[config.mk]
export PLATFORM = sky130hd
export DESIGN_NAME = channel_mailbox
export DESIGN_NICKNAME = d
export VERILOG_FILES = /design/src/rtl/channel_mailbox.sv
export SDC_FILE = /design/constraint.sdc
export NUM_CORES = 1
export LEC_CHECK = 0
export BUFFER_PORTS_ARGS = -buffer_cell sky130_fd_sc_hd__buf_4
export CORE_MARGIN = 1
export CORE_UTILIZATION = 60
export DETAILED_ROUTE_END_ITERATION = 6
export PLACE_DENSITY = 0.79
export SYNTH_ARGS = -nofsm -noshare
export SYNTH_HDL_FRONTEND = slang
export SYNTH_SLANG_ARGS = --single-unit
[constraint.sdc]
create_clock -name clk -period 47.3 [get_ports clk]
set_input_delay 14.19 -clock clk [delete_from_list [all_inputs] [get_ports clk]]
set_output_delay 14.19 -clock clk [all_outputs]
set_load 0.01 [all_outputs]
[src/rtl/channel_mailbox.sv]
// Channel-addressed message buffer: 8 message slots matched against 4 listener registers.
// Optional build macro CHANNEL_MAILBOX_PERSIST_EN enables persistent listeners.
module channel_mailbox (
  input  logic        clk,
  input  logic        reset_n,
  input  logic        send_valid,
  output logic        send_ready,
  input  logic [7:0]  channel_id,
  input  logic [31:0] message_data,
  input  logic        listen_valid,
  output logic        listen_ready,
  input  logic [7:0]  listen_channel,
  input  logic        listen_persist,
  output logic        recv_valid,
  input  logic        recv_ready,
  output logic [7:0]  recv_channel_id,
  output logic [31:0] recv_message,
  output logic [1:0]  recv_listener,
  output logic [3:0]  msg_count,
  output logic [1:0]  state_debug
);

  typedef enum logic [1:0] {StIdle = 2'd0, StScan = 2'd1, StDeliver = 2'd2} state_e;

  state_e state_q, state_d;

  logic [7:0]       slot_valid_q, slot_valid_d;
  logic [7:0][7:0]  slot_ch_q, slot_ch_d;
  logic [7:0][31:0] slot_data_q, slot_data_d;
  logic [7:0][2:0]  slot_age_q, slot_age_d;
  logic [3:0]       lst_valid_q, lst_valid_d;
  logic [3:0][7:0]  lst_ch_q, lst_ch_d;
  logic [3:0]       lst_keep;
`ifdef CHANNEL_MAILBOX_PERSIST_EN
  logic [3:0]       lst_persist_q, lst_persist_d;
  assign lst_keep = lst_persist_q;
`else
  logic unused_persist;
  assign unused_persist = listen_persist;
  assign lst_keep = 4'b0;
`endif

  logic [2:0]  sel_slot_q;
  logic [7:0]  recv_ch_q;
  logic [31:0] recv_msg_q;
  logic [1:0]  recv_lst_q;

  logic [2:0] ins_idx, best_slot, best_age;
  logic [1:0] lst_idx, best_lst;
  logic       found, send_fire, listen_fire, deliver_fire;

  always_comb begin
    msg_count = 4'd0;
    for (int i = 0; i < 8; i++) msg_count = msg_count + {3'b0, slot_valid_q[i]};
  end

  assign send_ready   = (msg_count != 4'd8);
  assign listen_ready = ~&lst_valid_q;
  assign send_fire    = send_valid && send_ready;
  assign listen_fire  = listen_valid && listen_ready;
  assign deliver_fire = (state_q == StDeliver) && recv_ready;

  // Lowest free slot / listener, from registered state only.
  always_comb begin
    ins_idx = 3'd0;
    lst_idx = 2'd0;
    for (int i = 7; i >= 0; i--) if (!slot_valid_q[i]) ins_idx = 3'(i);
    for (int j = 3; j >= 0; j--) if (!lst_valid_q[j]) lst_idx = 2'(j);
  end

  // Oldest matching slot wins; strict compare keeps the lowest listener on ties.
  always_comb begin
    found     = 1'b0;
    best_slot = 3'd0;
    best_lst  = 2'd0;
    best_age  = 3'd0;
    for (int i = 0; i < 8; i++) begin
      for (int j = 0; j < 4; j++) begin
        if (slot_valid_q[i] && lst_valid_q[j] && (slot_ch_q[i] == lst_ch_q[j]) &&
            (!found || (slot_age_q[i] > best_age))) begin
          found     = 1'b1;
          best_slot = 3'(i);
          best_lst  = 2'(j);
          best_age  = slot_age_q[i];
        end
      end
    end
  end

  // Removal is applied before insertion so ages stay a dense 0..count-1 ordering.
  always_comb begin
    slot_valid_d = slot_valid_q;
    slot_ch_d    = slot_ch_q;
    slot_data_d  = slot_data_q;
    slot_age_d   = slot_age_q;
    if (deliver_fire) begin
      slot_valid_d[sel_slot_q] = 1'b0;
      for (int i = 0; i < 8; i++) begin
        if (slot_valid_q[i] && (slot_age_q[i] > slot_age_q[sel_slot_q])) begin
          slot_age_d[i] = slot_age_q[i] - 3'd1;
        end
      end
    end
    if (send_fire) begin
      for (int i = 0; i < 8; i++) begin
        if (slot_valid_d[i]) slot_age_d[i] = slot_age_d[i] + 3'd1;
      end
      slot_valid_d[ins_idx] = 1'b1;
      slot_age_d[ins_idx]   = 3'd0;
      slot_ch_d[ins_idx]    = channel_id;
      slot_data_d[ins_idx]  = message_data;
    end
  end

  always_comb begin
    lst_valid_d = lst_valid_q;
    lst_ch_d    = lst_ch_q;
`ifdef CHANNEL_MAILBOX_PERSIST_EN
    lst_persist_d = lst_persist_q;
`endif
    if (deliver_fire && !lst_keep[recv_lst_q]) lst_valid_d[recv_lst_q] = 1'b0;
    if (listen_fire) begin
      lst_valid_d[lst_idx] = 1'b1;
      lst_ch_d[lst_idx]    = listen_channel;
`ifdef CHANNEL_MAILBOX_PERSIST_EN
      lst_persist_d[lst_idx] = listen_persist;
`endif
    end
  end

  always_ff @(posedge clk or negedge reset_n) begin
    if (!reset_n) begin
      slot_valid_q <= '0;
      slot_ch_q    <= '0;
      slot_data_q  <= '0;
      slot_age_q   <= '0;
      lst_valid_q  <= '0;
      lst_ch_q     <= '0;
`ifdef CHANNEL_MAILBOX_PERSIST_EN
      lst_persist_q <= '0;
`endif
      sel_slot_q   <= '0;
      recv_ch_q    <= '0;
      recv_msg_q   <= '0;
      recv_lst_q   <= '0;
    end else begin
      slot_valid_q <= slot_valid_d;
      slot_ch_q    <= slot_ch_d;
      slot_data_q  <= slot_data_d;
      slot_age_q   <= slot_age_d;
      lst_valid_q  <= lst_valid_d;
      lst_ch_q     <= lst_ch_d;
`ifdef CHANNEL_MAILBOX_PERSIST_EN
      lst_persist_q <= lst_persist_d;
`endif
      if ((state_q == StScan) && found) begin
        sel_slot_q <= best_slot;
        recv_ch_q  <= slot_ch_q[best_slot];
        recv_msg_q <= slot_data_q[best_slot];
        recv_lst_q <= best_lst;
      end
    end
  end

  always_ff @(posedge clk or negedge reset_n) begin
    if (!reset_n) state_q <= StIdle;
    else          state_q <= state_d;
  end

  always_comb begin
    state_d = state_q;
    unique case (state_q)
      StIdle:    if ((|slot_valid_q) && (|lst_valid_q)) state_d = StScan;
      StScan:    state_d = found ? StDeliver : StIdle;
      StDeliver: if (recv_ready) state_d = StIdle;
      default:   state_d = StIdle;
    endcase
  end

  always_comb begin
    recv_valid      = (state_q == StDeliver);
    state_debug     = state_q;
    recv_channel_id = recv_ch_q;
    recv_message    = recv_msg_q;
    recv_listener   = recv_lst_q;
  end

endmodule

After elaboration in Yosys (flattened, before gate mapping). Cells that the tools add are included.

Flip-flop bits (word level): 435. Input port bits: 54. Output and inout bits: 51. Logic and storage cells: 528.

Add/subtract/negate cells: 23. Order comparisons: 48. Equal/unequal tests: 37. Mux-type cells: 195. Bitwise logic cells: 8. Reductions and logical operators: 182.

Operators with widths (number): 3-bit two-way mux (92); 256-bit bitwise mux (1); 8-bit equality test (32); 3-bit > comparator (39); 1-bit logical AND (113); 32-bit binary-select mux with 3-bit select (1); 32-bit demux with 3-bit select (1); 2-bit two-way mux (37); 64-bit bitwise mux (1); 32-bit two-way mux (2); 24-bit two-way mux (2); 8-bit two-way mux (5); 1-bit two-way mux (39); 1-bit logical NOT (33); 32-bit bitwise mux (1); 1-bit logical OR (31); 3-bit by 1-bit adder with 3-bit output, second input constant (8); 24-bit bitwise AND (1); 8-bit binary-select mux with 3-bit select (1); 8-bit demux with 3-bit select (1); 24-bit NOT (1); 3-bit by 1-bit subtractor with 3-bit output, second input constant (8); 4-bit by 1-bit adder with 4-bit output (4); 8-bit demux with 2-bit select (1); 30 further kinds (38).

Longest topological paths before layout. Gate-level depths: netlist of the first run.

Depth in word-level cells: 129. Mapped depth: 247. Gate-level depth less buffers: 240.

Least setup slack after synthesis of the first run. Ideal clock, no wire load.

Path kind: register to register. Start point: reg lst_ch_q[10] (netlist bit). End point: reg recv_ch_q[0] (netlist: recv_channel_id[0]). Setup time: 0.131 ns. Arrival: 40.041 ns. Setup slack: 7.128 ns. Stages on the path, launching flop included: 219. Buffers on the path: 5. Period minus slack after synthesis: 40.172 ns. Cells stage by stage: dfrtp_1 > buf_6 > xnor2_1 > and3_1 > and3_4 > nor4_4 > nor2_1 > inv_1 > ha_1 > nor2b_1 > o21a_1 > o21ai_0 > and2_1 > nor2_1 > a22oi_1 > ha_1 > nor2b_1 > o21a_1 > [... 183 more ...] > nand2_1 > nand3_1 > mux2_2 > ha_1 > inv_1 > a21o_1 > a21oi_1 > a31oi_1 > nor2_1 > o21ai_0 > nor2b_1 > o21a_2 > buf_6 > o211a_1 > buf_4 > o22a_1 > a22o_1 > or3_1.

Word-level cells in the longest chain between the ends: 126. Elaborated cells between the ends (all ways): 229. Classes of those cells: order compare (30); eq/ne (8); mux (91); reduce/logical (100).

RTL lines: from (decl) (RTL line 32) `logic [3:0][7:0] lst_ch_q, lst_ch_d;`; from (signal assigned) (RTL line 152) `lst_ch_q <= lst_ch_d;`; 8-bit equality test (RTL line 79) `if (slot_valid_q[i] && lst_valid_q[j] && (slot_ch_q[i] == lst_ch_q[j]) &&`; 1-bit logical AND (2 in a row) (RTL line 79); 3-bit two-way mux / 1-bit two-way mux (equally long branches) (RTL line 79); 3-bit > comparator / 1-bit logical NOT (equally long branches) (RTL line 80) `(!found || (slot_age_q[i] > best_age))) begin`; 1-bit logical OR (RTL line 80); 1-bit logical AND (RTL line 79); 3-bit two-way mux / 1-bit two-way mux (equally long branches) (RTL line 79); 3-bit > comparator / 1-bit logical NOT (equally long branches) (RTL line 80); [... 109 more ...]; 1-bit logical AND (RTL line 79); 3-bit two-way mux / 1-bit two-way mux (equally long branches) (RTL line 79); 3-bit > comparator / 1-bit logical NOT (equally long branches) (RTL line 80); 1-bit logical OR (RTL line 80); 1-bit logical AND (RTL line 79); 3-bit two-way mux (RTL line 79); 8-bit binary-select mux with 3-bit select (RTL line 158) `recv_ch_q <= slot_ch_q[best_slot];`; 8-bit two-way mux (not written as such) (RTL line 158); to (signal assigned) (RTL line 158); to (decl) (RTL line 44) `logic [7:0] recv_ch_q;`.

Several ways; a longest one is shown, not always the timed one. The select of a mux whose other input is x is not followed. A chain may end at the register's enable or synchronous reset.

Worst setup path in the final report of the first run.
Start point: reg lst_ch_q[2] (netlist bit). End point: reg recv_ch_q[0] (netlist: recv_channel_id[0]).

Word-level cells in the longest chain between the ends: 129. Elaborated cells between the ends (all ways): 234. Classes of those cells: order compare (31); eq/ne (8); mux (93); reduce/logical (102).

RTL lines (RTL line): 8-bit equality test (79); 1-bit logical AND (79); 3-bit two-way mux / 1-bit two-way mux (equally long branches) (79); 3-bit > comparator / 1-bit logical NOT (equally long branches) (80); 1-bit logical OR (80); 1-bit logical AND (79); 3-bit two-way mux / 1-bit two-way mux (equally long branches) (79); 3-bit > comparator / 1-bit logical NOT (equally long branches) (80); [... 113 more ...]; 1-bit logical AND (79); 3-bit two-way mux / 1-bit two-way mux (equally long branches) (79); 3-bit > comparator / 1-bit logical NOT (equally long branches) (80); 1-bit logical OR (80); 1-bit logical AND (79); 3-bit two-way mux (79); 8-bit binary-select mux with 3-bit select (158); 8-bit two-way mux (not written as such) (158).

Several ways; a longest one is shown, not always the timed one. The select of a mux whose other input is x is not followed.

==> impl_metrics.toml, run 1 <==
[die]
core_region_area_sq_um = 46800
initial_utilization = 0.612
die_area_sq_um = 48600
die_w_um = 220
rows = 79
io_pins = 105
die_y_um = 220

[logic_synthesis]
async_reset_ff_frac = 1.00
ys_ff_latch = 435
synth_top_cell_area_share = 0.380
ys_warn_count = 0
netlist_area_sq_um = 28600
syn_nets = 3025
yosysUniqueCellTypes = 102
synth_edf_count = 0
avgSynthCellArea_sq_um = 10.0
synth_area_leader_cell = "dfrtp_1"
seq_area_frac_synth = 0.380
synth_cells = 2855
synth_ff_type = "dfrtp_1"
synth_area_leaders = "dfrtp_1, mux2_2, ha_1, xnor2_1, xor2_1"

[status]
violations = "design-rule violations"
outcome = "complete, but fails checks"

[finish]
synthToLayoutAreaGrowth_pct = 11.0
nets = 3046
antenna_cells = 0
final_layout_size_suffix_gt1_frac = 0.255
stdcell_area_sq_um = 31800

[global_routing]
grt_use_total = 0.372
antenna_found_initial = 1
grt_start_max_net_pins = 177
gr-total-overflow = 0
grt_pass1_vias = 23600
grt_first_pass_wirelength_um = 138000

[drt]
wl_per_cell_um = 25.7
vias = 23300
drc = 3
antenna_left = 0
routed_via_density = 6.62
dr.pass1.iters = 7
drtIter0Drc = 2105
drt_wl_total_um = 90400

[placement]
io_buffers = 103
dp_slack_ps = -379
gp_congestion = 0.990
dpl_cell_area_sq_um = 29800
hpwl_um = 60600

[critical_path]
arrival_ps = 45050
crit_top_cell = "ha_1"
crit_fanout = 49
cp-end-kind = "flip-flop"
slowest_delay_ps = 550
path_class = "reg2reg"
cp-start-kind = "flip-flop"
cp.required_ps = 47770
slowest_stage = "o41a_1"

[timing]
fin_ws_ps = 2730
relSlewSlack = 0.238
period_share = 0.942
final_max_slew_viol_count = 0
holdWs_ps = 503
worst_pin_slew_ps = 1110
setup_viol = 0
skew_ps = 21.8
layout_min_cycle_time_ps = 44570
finalHoldViolCount = 0
max_freq_mhz = 22.4

[worst_hold_path]
hp-class = "reg2reg"

[cts]
clock_latency_ps = 600
cts_buffers = 46
cts_tree = "done"
cts.sinks = 435
htree_levels = 2
clk_pin_slew_ps = 60
cts-root-buf = "clkbuf_16"
clockBufferDepth = 3

[run]
cap_violations = 0
[synth_stat cells (all sizes together), types with 64 or more instances]
library cell / number
a21oi: 128
ha: 112
nand3: 117
buf: 84
inv: 83
nor2: 168
nand2: 192
clkbuf: 132
mux2i: 64
xnor2: 145
mux2: 380
dfrtp: 435
o21ai: 70
xor2: 141
[registers in the layout, indices dropped and copies added (netlist names)]
register	count
state_debug	2
slot_data_q	256
slot_valid_q	8
sel_slot_q	3
slot_age_q	24
slot_ch_q	64
lst_valid_q	4
recv_channel_id	8
recv_listener	2
recv_message	32
lst_ch_q	32
[kinds of logic after synthesis]
| kind of cell | share of synthesized area |
|---|---|
| flops | 0.380 |
| buf+inv | 0.0467 |
| xor+xnor | 0.0878 |
| fa+ha+maj | 0.0535 |
| mux | 0.173 |
| compound gates | 0.123 |
| simple gates | 0.135 |
[layer usage]
layer | up-vias | GRT usage | share of wire
li1 | 10300 | - | -
met1 | 11600 | 0.464 | 0.40
met2 | 1046 | 0.618 | 0.48
met3 | 317 | 0.0628 | 0.071
met4 | 2 | 0.202 | 0.056
met5 | - | 0 | 0.00014
[stage by stage]
stage	setup TNS [ps]	cells	utilization
floorplan	0	2855	-
global placement	0	3417	0.637
detailed placement	-9730	3417	0.637
CTS	0	3500	0.672
global route	-8680	3518	0.680
finish	0	3518	0.680
[timing repair]
item | 4_1_cts | 5_1_grt
pin swaps | 0 | 9
hold endpoints to repair | 0 | 0
gates cloned | 0 | 2
gates resized for setup | 8 | 57
setup buffers | 0 | 16
hold buffers | 0 | 0
endpoints found under the setup margin | 40 | 45
[final cells by class]
cell class | count | area, sq um
clock buffers | 61 | 1310
clock inverters | 22 | 328
fillers | 3479 | 15000
inverters | 83 | 312
multi-input cells | 2123 | 16700
flip-flops and latches | 435 | 10900
well taps | 607 | 759
repair buffers | 187 | 1460
[cells in the final DEF (no fill, tap or decap), types with 13 or more instances in the layout]
| cell type | n |
|---|---|
| nor3_1 | 57 |
| o211ai_1 | 24 |
| mux2i_1 | 63 |
| and2_1 | 13 |
| mux2_2 | 380 |
| dfrtp_1 | 428 |
| inv_1 | 83 |
| xor2_1 | 141 |
| o22ai_1 | 35 |
| nand2b_1 | 13 |
| o21ai_1 | 13 |
| nor4_1 | 41 |
| nand2_1 | 191 |
| clkbuf_16 | 47 |
| nand3b_1 | 21 |
| nor2b_1 | 19 |
| o21ai_0 | 51 |
| xnor2_1 | 144 |
| nand3_1 | 114 |
| nor2_1 | 159 |
| nand4_1 | 33 |
| buf_4 | 181 |
| and3_1 | 44 |
| o22a_1 | 27 |
| o31ai_1 | 27 |
| a21oi_1 | 121 |
| ha_1 | 112 |
| a2bb2oi_1 | 22 |
| a21o_1 | 23 |
| o221ai_1 | 36 |
[critical path: cells and delay by family, from the launching register on]
kind	cells	cell delay (ps)
multiplexers	20	6470
AND/OR/NAND/NOR	57	8400
adder cells (fa/ha/maj)	31	8950
AO/OA/AOI/OAI	96	18410
XOR/XNOR	1	200
buffers and inverters	14	1510
flip-flops	1	360
[path summary, 6_finish.rpt]
kind                                               from                        endpoint  slack, ps  cells after the start
setup reg to reg                lst_ch_q[2]$_DFFE_PN0P_  recv_channel_id[0]$_DFFE_PN0P_       2730                    219
min in group asynchronous                       reset_n         slot_age_q[7]$_DFF_PN0_      13640                      1
hold reg to reg            slot_data_q[186]$_DFFE_PN0P_    slot_data_q[186]$_DFFE_PN0P_        500                      1
hold / removal             slot_data_q[186]$_DFFE_PN0P_    slot_data_q[186]$_DFFE_PN0P_        500                      1
setup / recovery                lst_ch_q[2]$_DFFE_PN0P_  recv_channel_id[0]$_DFFE_PN0P_       2730                    219
max in group asynchronous                       reset_n       slot_ch_q[48]$_DFFE_PN0P_      31180                      3
Power of run 1 is not shown: default switching activity piles up to over one toggle a cycle in this logic, so the estimate is an artifact.
==> run 2, diff against run 1 <==
Settings changed: CELL_PAD_IN_SITES_DETAIL_PLACEMENT set to 1, CELL_PAD_IN_SITES_GLOBAL_PLACEMENT set to 2, CORE_UTILIZATION 60 to 42, PLACE_DENSITY 0.79 to 0.83, SKIP_CTS_REPAIR_TIMING set to 1.
==> impl_metrics.toml, run 2 (same netlist as run 1, synthesis figures left out) <==
[die]
io_pins = 105
core_region_area_sq_um = 67300
initial_utilization = 0.425
die_y_um = 263
die_w_um = 263
die_area_sq_um = 69200
rows = 95

[timing]
worst_pin_slew_ps = 1090
max_freq_mhz = 22.4
skew_ps = 28.5
final_max_slew_viol_count = 0
period_share = 0.942
tns_ps = 0
relSlewSlack = 0.251
finalHoldViolCount = 0
setup_viol = 0
layout_min_cycle_time_ps = 44580

[critical_path]
cp-start-kind = "flip-flop"
worst-path-buf-inv = 14
critPathTopFamily = "compound AO/OA/AOI/OAI gates"
r2r-start = "slot_ch_q[4]$_DFFE_PN0P_"
r2r-end = "recv_channel_id[4]$_DFFE_PN0P_"
cp.required_ps = 47850
worstRegToRegCells = 220
path_class = "reg2reg"
slowest_delay_ps = 510
crit_fanout = 14
slowest_stage = "or4_1"
crit_top_cell = "ha_1"
arrival_ps = 45130
cp-end-kind = "flip-flop"
reg2reg_slack_ps = 2720

[worst_hold_path]
whs_path_depth = 1
hold_start = "slot_data_q[187]$_DFFE_PN0P_"
min_delay_worst_endpoint = "slot_data_q[187]$_DFFE_PN0P_"
hp-class = "reg2reg"

[global_routing]
antenna_found_initial = 1
grt_start_max_net_pins = 184
grt_first_pass_wirelength_um = 156000
gr-total-overflow = 0
grt_use_total = 0.291
grt_pass1_vias = 25300

[cts]
clk_pin_slew_ps = 60
clock_latency_ps = 610
cts-root-buf = "clkbuf_16"
clockBufferDepth = 3
htree_levels = 2
cts_tree = "done"
cts_buffers = 48
cts.sinks = 435

[drt]
routed_via_density = 6.09
drt_wl_total_um = 101000
wl_per_cell_um = 26.5
dr.pass1.iters = 5
vias = 23300
drc = 0
drtIter0Drc = 1532
antenna_left = 0

[status]
outcome = "completed"

[finish]
largest_reg_flops = 256
reg.largest.list = "slot_data_q: 256 flops, slot_ch_q: 64 flops"
final_layout_size_suffix_gt1_frac = 0.262
nets = 3077
largest_register = "slot_data_q"
mostFrequentLayoutCell = "dfrtp_1"
synthToLayoutAreaGrowth_pct = 13.4
mostFrequentLayoutCells = "dfrtp_1, mux2_2, buf_4, nand2_1, nor2_1"

[run]
cap_violations = 0

[placement]
io_buffers = 103
gp_congestion = 0.929
hpwl_um = 70900
run 2: how the worst max path moves through the flow:
stage / from / depth (start not counted) / slack [ps] / end
floorplan: lst_ch_q[10]$_DFFE_PN0P_ / 218 / 7130 / recv_channel_id[0]$_DFFE_PN0P_
global placement: slot_valid_q[0]$_DFF_PN0_ / 212 / 1170 / recv_channel_id[1]$_DFFE_PN0P_
detailed placement: slot_ch_q[7]$_DFFE_PN0P_ / 219 / 60 / recv_message[7]$_DFFE_PN0P_
CTS: slot_valid_q[0]$_DFF_PN0_ / 217 / -150 / recv_message[7]$_DFFE_PN0P_
global route: slot_ch_q[4]$_DFFE_PN0P_ / 231 / -120 / recv_message[2]$_DFFE_PN0P_
finish: slot_ch_q[4]$_DFFE_PN0P_ / 220 / 2720 / recv_channel_id[4]$_DFFE_PN0P_
run 2: cell type report:
| class | instances | area, sq um |
|---|---|---|
| repair buffers | 218 | 1780 |
| clock inverters | 25 | 377 |
| multi-input cells | 2121 | 16700 |
| well taps | 873 | 1090 |
| fillers | 7380 | 34800 |
| clock buffers | 65 | 1360 |
| inverters | 83 | 312 |
| diodes | 1 | 2.50 |
| flip-flops and latches | 435 | 10900 |
run 2: metal layers:
metal  routed length, um  GRT usage  share of wire
met5                   0          0              0
met4                4580      0.123          0.045
met3                4250     0.0367          0.042
met2               49100      0.500           0.49
met1               43200      0.368           0.43
run 2: stage by stage:
step	cells	util	setup slack [ps]	hold slack [ps]	area, sq um
2_1_floorplan	2855	-	7130	471	28600
3_3_place_gp	3720	0.453	1170	480	30500
3_5_place_dp	3720	0.453	62.0	483	30500
4_1_cts	3810	0.479	-150	500	32200
5_1_grt	3821	0.483	-119	516	32500
6_report	3821	0.483	2720	503	32500
Power of run 2 is left out for the same reason.
